===== src/rtl/fetch_unit.sv =====
`default_nettype none
// ============================================================================
// Module      : fetch_unit
// Description : Instruction fetch stage in front of a combinational program
//               ROM. Owns the PC, captures ROM words into an instruction
//               register handed to decode over valid/ready, applies
//               jump/call/return/soft-reset redirects from execute and keeps
//               a hardware return-address stack with a sticky error flag.
// Revision    : 1.0 - initial release
// ============================================================================
module fetch_unit #(
    parameter int ADDR_BITS   = 8,
    parameter int WORD_WIDTH  = 24,
    parameter int STACK_DEPTH = 8
) (
    input  logic                   clk,
    input  logic                   rst_n,
    output logic [ADDR_BITS-1:0]   rom_addr,
    input  logic [WORD_WIDTH-1:0]  rom_data,
    output logic                   ir_valid,
    input  logic                   ir_ready,
    output logic [WORD_WIDTH-17:0] ir_opcode,
    output logic [15:0]            ir_operand,
    output logic [ADDR_BITS-1:0]   ir_pc,
    input  logic [2:0]             flow_cmd,
    input  logic [ADDR_BITS-1:0]   flow_target,
    input  logic [ADDR_BITS-1:0]   flow_pc,
    output logic                   stack_err
);

    // sp counts valid entries, so it must reach STACK_DEPTH itself
    localparam int SP_W  = $clog2(STACK_DEPTH + 1);
    localparam int IDX_W = (STACK_DEPTH > 1) ? $clog2(STACK_DEPTH) : 1;
    localparam int OP_W  = WORD_WIDTH - 16;

    localparam logic [2:0] c_cmd_jump  = 3'd1;
    localparam logic [2:0] c_cmd_call  = 3'd2;
    localparam logic [2:0] c_cmd_ret   = 3'd3;
    localparam logic [2:0] c_cmd_sreset = 3'd4;

    localparam logic [SP_W-1:0]      c_depth    = SP_W'(STACK_DEPTH);
    localparam logic [SP_W-1:0]      c_sp_one   = SP_W'(1);
    localparam logic [ADDR_BITS-1:0] c_addr_one = ADDR_BITS'(1);

    logic [ADDR_BITS-1:0] r_pc;
    logic                 r_ir_valid;
    logic [OP_W-1:0]      r_ir_opcode;
    logic [15:0]          r_ir_operand;
    logic [ADDR_BITS-1:0] r_ir_pc;
    logic [SP_W-1:0]      r_sp;
    logic                 r_stack_err;
    logic [ADDR_BITS-1:0] r_stack [STACK_DEPTH];

    logic [ADDR_BITS-1:0] w_pc_nxt;
    logic                 w_ir_valid_nxt;
    logic                 w_ir_load;
    logic [SP_W-1:0]      w_sp_nxt;
    logic                 w_stack_err_nxt;
    logic                 w_push;
    logic                 w_fire;
    logic [IDX_W-1:0]     w_push_idx;
    logic [IDX_W-1:0]     w_pop_idx;
    logic [ADDR_BITS-1:0] w_ret_addr;

    assign w_fire     = !r_ir_valid || ir_ready;
    assign w_push_idx = IDX_W'(r_sp);
    assign w_pop_idx  = IDX_W'(r_sp - c_sp_one);
    // Wraps naturally at the top of the address space (255 -> 0)
    assign w_ret_addr = flow_pc + c_addr_one;

    // Next-state selection: any redirect beats fetch and flushes the IR
    always_comb begin
        w_pc_nxt        = r_pc;
        w_ir_valid_nxt  = r_ir_valid;
        w_ir_load       = 1'b0;
        w_sp_nxt        = r_sp;
        w_stack_err_nxt = r_stack_err;
        w_push          = 1'b0;
        case (flow_cmd)
            c_cmd_jump: begin
                w_ir_valid_nxt = 1'b0;
                w_pc_nxt       = flow_target;
            end
            c_cmd_call: begin
                w_ir_valid_nxt = 1'b0;
                w_pc_nxt       = flow_target;
                if (r_sp < c_depth) begin
                    w_push   = 1'b1;
                    w_sp_nxt = r_sp + c_sp_one;
                end else begin
                    // Full stack: the return address is lost, jump still taken
                    w_stack_err_nxt = 1'b1;
                end
            end
            c_cmd_ret: begin
                w_ir_valid_nxt = 1'b0;
                if (r_sp != '0) begin
                    w_pc_nxt = r_stack[w_pop_idx];
                    w_sp_nxt = r_sp - c_sp_one;
                end else begin
                    w_pc_nxt        = '0;
                    w_stack_err_nxt = 1'b1;
                end
            end
            c_cmd_sreset: begin
                w_ir_valid_nxt  = 1'b0;
                w_pc_nxt        = '0;
                w_sp_nxt        = '0;
                w_stack_err_nxt = 1'b0;
            end
            default: begin
                // No redirect (0 and the unused codes 5..7): normal fetch
                if (w_fire) begin
                    w_ir_load      = 1'b1;
                    w_ir_valid_nxt = 1'b1;
                    w_pc_nxt       = r_pc + c_addr_one;
                end
            end
        endcase
    end

    // PC, IR, stack pointer and error flag with asynchronous reset
    always_ff @(posedge clk or negedge rst_n) begin
        if (!rst_n) begin
            r_pc         <= '0;
            r_ir_valid   <= 1'b0;
            r_ir_opcode  <= '0;
            r_ir_operand <= '0;
            r_ir_pc      <= '0;
            r_sp         <= '0;
            r_stack_err  <= 1'b0;
        end else begin
            r_pc        <= w_pc_nxt;
            r_ir_valid  <= w_ir_valid_nxt;
            r_sp        <= w_sp_nxt;
            r_stack_err <= w_stack_err_nxt;
            if (w_ir_load) begin
                r_ir_opcode  <= rom_data[WORD_WIDTH-1:16];
                r_ir_operand <= rom_data[15:0];
                r_ir_pc      <= r_pc;
            end
        end
    end

    // Return-stack storage; contents are meaningless until pushed, so no reset
    always_ff @(posedge clk) begin
        if (w_push) begin
            r_stack[w_push_idx] <= w_ret_addr;
        end
    end

    assign rom_addr   = r_pc;
    assign ir_valid   = r_ir_valid;
    assign ir_opcode  = r_ir_opcode;
    assign ir_operand = r_ir_operand;
    assign ir_pc      = r_ir_pc;
    assign stack_err  = r_stack_err;

endmodule
`default_nettype wire


===== config.mk =====
export PLATFORM = sky130hd
export DESIGN_NAME = fetch_unit
export DESIGN_NICKNAME = d
export VERILOG_FILES = /design/src/rtl/fetch_unit.sv
export SDC_FILE = /design/constraint.sdc
export NUM_CORES = 1
export LEC_CHECK = 0
export ABC_AREA = 1
export CAP_MARGIN = 20
export CORE_UTILIZATION = 49
export CTS_BUF_LIST = sky130_fd_sc_hd__clkbuf_2 sky130_fd_sc_hd__clkbuf_4 sky130_fd_sc_hd__clkbuf_8
export CTS_CLUSTER_DIAMETER = 100
export DETAILED_ROUTE_END_ITERATION = 12
export GPL_TIMING_DRIVEN = 1
export PLACE_DENSITY = 0.86
export SETUP_SLACK_MARGIN = 0.3
export SLEW_MARGIN = 30
export SYNTH_ARGS = -nofsm -noshare
export SYNTH_HDL_FRONTEND = slang
export SYNTH_SLANG_ARGS = --single-unit

===== constraint.sdc =====
create_clock -name clk -period 1.85 [get_ports clk]
set_input_delay 0.185 -clock clk [delete_from_list [all_inputs] [get_ports clk]]
set_output_delay 0.185 -clock clk [all_outputs]
set_load 0.01 [all_outputs]

==> impl_results.rst <==
.. list-table::
   :header-rows: 1

   * - Metric
     - Value
   * - Setup skew after layout
     - 0.0162 ns
   * - Internal power of the cells
     - 0.00539 W
   * - Leakage Power
     - 2.87 nW
   * - Remaining routing DRC violations
     - 0
   * - Number of antenna violations at the first check in global routing
     - 0
   * - Buffers on Ports
     - 87
   * - Combined area of all synthesized cells
     - 5030 sq um
   * - Delay-heaviest family, CP
     - buffers and inverters
   * - Buf/Inv on CP
     - 4
   * - Clock tree from TritonCTS
     - yes
   * - Most common cell after layout, fill and taps aside
     - sky130_fd_sc_hd__nand2_1
   * - Number of failing hold endpoints at the final stage
     - 0
   * - Total of fill cells in the finished design
     - 663
   * - Min cycle time layout
     - 1.55 ns
   * - Cell types with the largest area share after synthesis
     - sky130_fd_sc_hd__edfxtp_1 (38%), sky130_fd_sc_hd__dfrtp_1 (23%), sky130_fd_sc_hd__nand2_1 (9.0%)
   * - Bufs on Longest Clock Path
     - 2
   * - Cell with the largest stage delay on the worst path
     - sky130_fd_sc_hd__dfrtp_1
   * - Cell accounting for the most synthesized area
     - sky130_fd_sc_hd__edfxtp_1
   * - Number of nets in the finished design
     - 691
   * - Non-filler cells, final
     - 779
   * - Yosys reg bits
     - 110
   * - Maximum cell stage delay along the critical path
     - 0.42 ns
   * - Total Die Area
     - 10,700 sq um
   * - Total instance count after detailed placement
     - 748
   * - Critical path cell sequence
     - clkinv_4, buf_4, buf_4, buf_4, o21ai_0, nand3_1, nand3_1, nand3_1
   * - Warning count from the yosys run
     - 0
   * - Drt first pass iters
     - 5
   * - Slew Limit Headroom
     - 0.702
   * - Part of the total power dissipated in sequential elements
     - 0.371
   * - Maximum operating frequency
     - 646 MHz
   * - Dominant register cell in the synthesized netlist
     - sky130_fd_sc_hd__edfxtp_1
   * - Final-report max-slew violation count
     - 0
   * - Global-route wire length before repair
     - 18,300 um
   * - Via count of the first global-routing pass
     - 3,882
   * - Clk pwr share
     - 0.177
   * - Final setup violation count
     - 0
   * - Highest net fanout along the worst path
     - 5
   * - Transition time of the tightest slew-check pin
     - 0.447 ns
   * - Net Sw Frac
     - 0.372
   * - Most frequent cells in the layout
     - sky130_fd_sc_hd__nand2_1 (121), sky130_fd_sc_hd__clkdlybuf4s50_1 (83), sky130_fd_sc_hd__nand3_1 (69)
   * - Sequential share of the synthesized area
     - 0.611
   * - Yosys cell types
     - 33
   * - Initial core utilization
     - 0.510
   * - Area of the core region
     - 9860 sq um
   * - Share of Yosys cell area claimed by the top area cell type
     - 0.382
   * - Clk pin slew, worst setup/hold paths
     - 0.12 ns
   * - Wire length per cell after detailed routing
     - 15.4 um
   * - Clock Root Buffer
     - sky130_fd_sc_hd__clkbuf_8
   * - Mapped Nets
     - 564
   * - Die Y-Extent
     - 103 um
   * - Count of flip-flops with a built-in enable after synthesis
     - 64
   * - Number of clock buffers inserted by TritonCTS
     - 9
   * - Critical path endpoint category
     - flip-flop
   * - Via count normalized by instance count
     - 5.33
   * - Count of vias placed by the detailed router
     - 4,153
   * - Number of nets still failing antenna checks after routing
     - 0
   * - Layout-stage area growth over the synthesis result
     - 32.5%
   * - Power density over the cells
     - 1290 nW/um^2
   * - DRC marker count from the first detailed-route iteration
     - 221
   * - Final core area utilization
     - 0.676
   * - Share of post-route cells with drive strength above 1
     - 0.183
   * - CP Launch Type
     - flip-flop
   * - Horizontal extent of the die
     - 103 um
   * - Largest net degree at the start of global routing
     - 38
   * - Switching power
     - 0.00320 W
   * - Total wirelength of the detailed-routed design
     - 12,000 um
   * - Maximum VDD drop
     - 708 uV
   * - Gr ovfl total
     - 0
   * - Total inserted antenna cells
     - 0
   * - Clock Sink Count
     - 110
   * - Worst hold-check path type
     - primary input to async pin
   * - Setup repair after global routing missed its margin
     - true
   * - Post-DP HPWL
     - 8420 um
   * - Number of cells produced by synthesis
     - 514
   * - Max-cap violations
     - 0
   * - Global-route usage over all layers
     - 0.230
   * - Async S/R FF share, synth
     - 0.418
   * - Cell row count
     - 36
   * - Routability congestion estimate
     - 0.909
   * - Worst endpoint required time
     - 2.11 ns
   * - Source-to-sink clock delay at the later pin of the worst-skew pair
     - 0.38 ns
   * - Tcrit/Tclk final
     - 0.836
   * - Part of the total power dissipated in combinational logic
     - 0.452
   * - Avg Inst Size Synth
     - 9.79 sq um
   * - Crit path kind
     - flip-flop to flip-flop
   * - CTS H-tree depth
     - 3
   * - Number of primary I/O pins
     - 88
   * - Worst EP arrival
     - 1.80 ns
   * - Result of the run
     - finished clean
-- worst reg2reg max path: cells and delay by family (launching register included) --
kind	cells	cell delay, ns
AO/OA/AOI/OAI	1	0.19
buffers and inverters	4	0.50
flip-flops	1	0.42
AND/OR/NAND/NOR	3	0.32
-- what timing repair did --
action | CTS | global route
endpoints found under the setup margin | 29 | 71
hold buffers | 1 | 0
endpoints found under the hold margin | 18 | 0
pin swaps | 3 | 5
resized for setup | 11 | 28
setup buffers | 7 | 7
-- power by group through the flow --
stage	sequential (W)	clock, W	combinational (W)
global placement	0.00324	0	0.00318
detailed placement	0.00326	0	0.00325
finish	0.00318	0.00152	0.00389
global route	0.00321	0.00166	0.00426
floorplan	0.00332	0	0.00206
CTS	0.00318	0.00155	0.00360
-- cells in the mapped netlist, types with 2 or more instances --
cell	instances
sky130_fd_sc_hd__o21ai_0	28
sky130_fd_sc_hd__o211ai_1	2
sky130_fd_sc_hd__buf_2	7
sky130_fd_sc_hd__buf_4	2
sky130_fd_sc_hd__nor2_1	69
sky130_fd_sc_hd__nor3_1	3
sky130_fd_sc_hd__xnor2_1	2
sky130_fd_sc_hd__edfxtp_1	64
sky130_fd_sc_hd__dfrtp_1	46
sky130_fd_sc_hd__inv_1	28
sky130_fd_sc_hd__nand4_1	6
sky130_fd_sc_hd__buf_6	6
sky130_fd_sc_hd__clkbuf_1	5
sky130_fd_sc_hd__xor2_1	6
sky130_fd_sc_hd__o21ai_1	8
sky130_fd_sc_hd__nand2_1	121
sky130_fd_sc_hd__nand3_1	74
sky130_fd_sc_hd__ha_1	4
sky130_fd_sc_hd__nand2_2	15
sky130_fd_sc_hd__inv_2	5
-- per-layer routing --
layer | share of wire | up-vias | track usage
li1 | - | 1964 | -
met1 | 0.40 | 1959 | 0.279
met2 | 0.50 | 199 | 0.390
met3 | 0.074 | 31 | 0.0484
met4 | 0.031 | 0 | 0.120
met5 | 0 | - | 0
-- final timing paths --
check,from,endpoint,slack (ns),depth (start not counted)
max,r_sp[0],rom_addr[3],0.30,8
min,rst_n,ir_opcode[7],0.27,2
max reg2reg,r_sp[0],rom_addr[3],0.30,8
min reg2reg,ir_pc[1],ir_pc[1],0.49,2
max in group asynchronous,rst_n,ir_operand[7],0.97,3
min in group clk,rom_data[1],ir_operand[1],0.35,3
-- cells by family (layout without fill, tap and decap cells) --
kind of cell / count (synthesis) / after routing / share of synthesized area
buffers and inverters: 56 / 188 / 0.0577
AND/OR/NAND/NOR: 294 / 294 / 0.260
flip-flops: 110 / 110 / 0.611
adder cells (fa/ha/maj): 4 / 4 / 0.00995
XOR/XNOR: 9 / 9 / 0.0194
AO/OA/AOI/OAI: 41 / 41 / 0.0428
-- per-stage QoR --
stage	hold WS (ns)	setup TNS, ns	total power [W]	cell area (sq um)	setup slack (ns)
after global routing	0.304	0	0.00913	6670	0.223
after CTS	0.269	0	0.00833	6530	0.257
final	0.274	0	0.00859	6670	0.303
after detailed placement	0.148	-0.307	0.00651	6220	-0.0252
after global placement	0.144	0	0.00642	6220	0.0608
after floorplan	-0.111	0	0.00538	5090	0.223
-- flip-flops by register name (all words and copies together), names as in the netlist --
signal	count
r_sp	4
ir_operand	16
ir_valid	1
stack_err	1
ir_opcode	8
r_stack	64
rom_addr	8
ir_pc	8
-- cell type report --
class                      instances  area [sq um]  share of cell area
tap                              133           166              0.0250
timing repair buffer             138          1330               0.199
sequential                       110          3080               0.461
clock buffer                       9           124              0.0186
multi-input combinational        348          1750               0.262
clock inverter                     7          86.3              0.0129
inverter                          34           138              0.0206
Note: power is estimated with default switching activity, not from simulation.
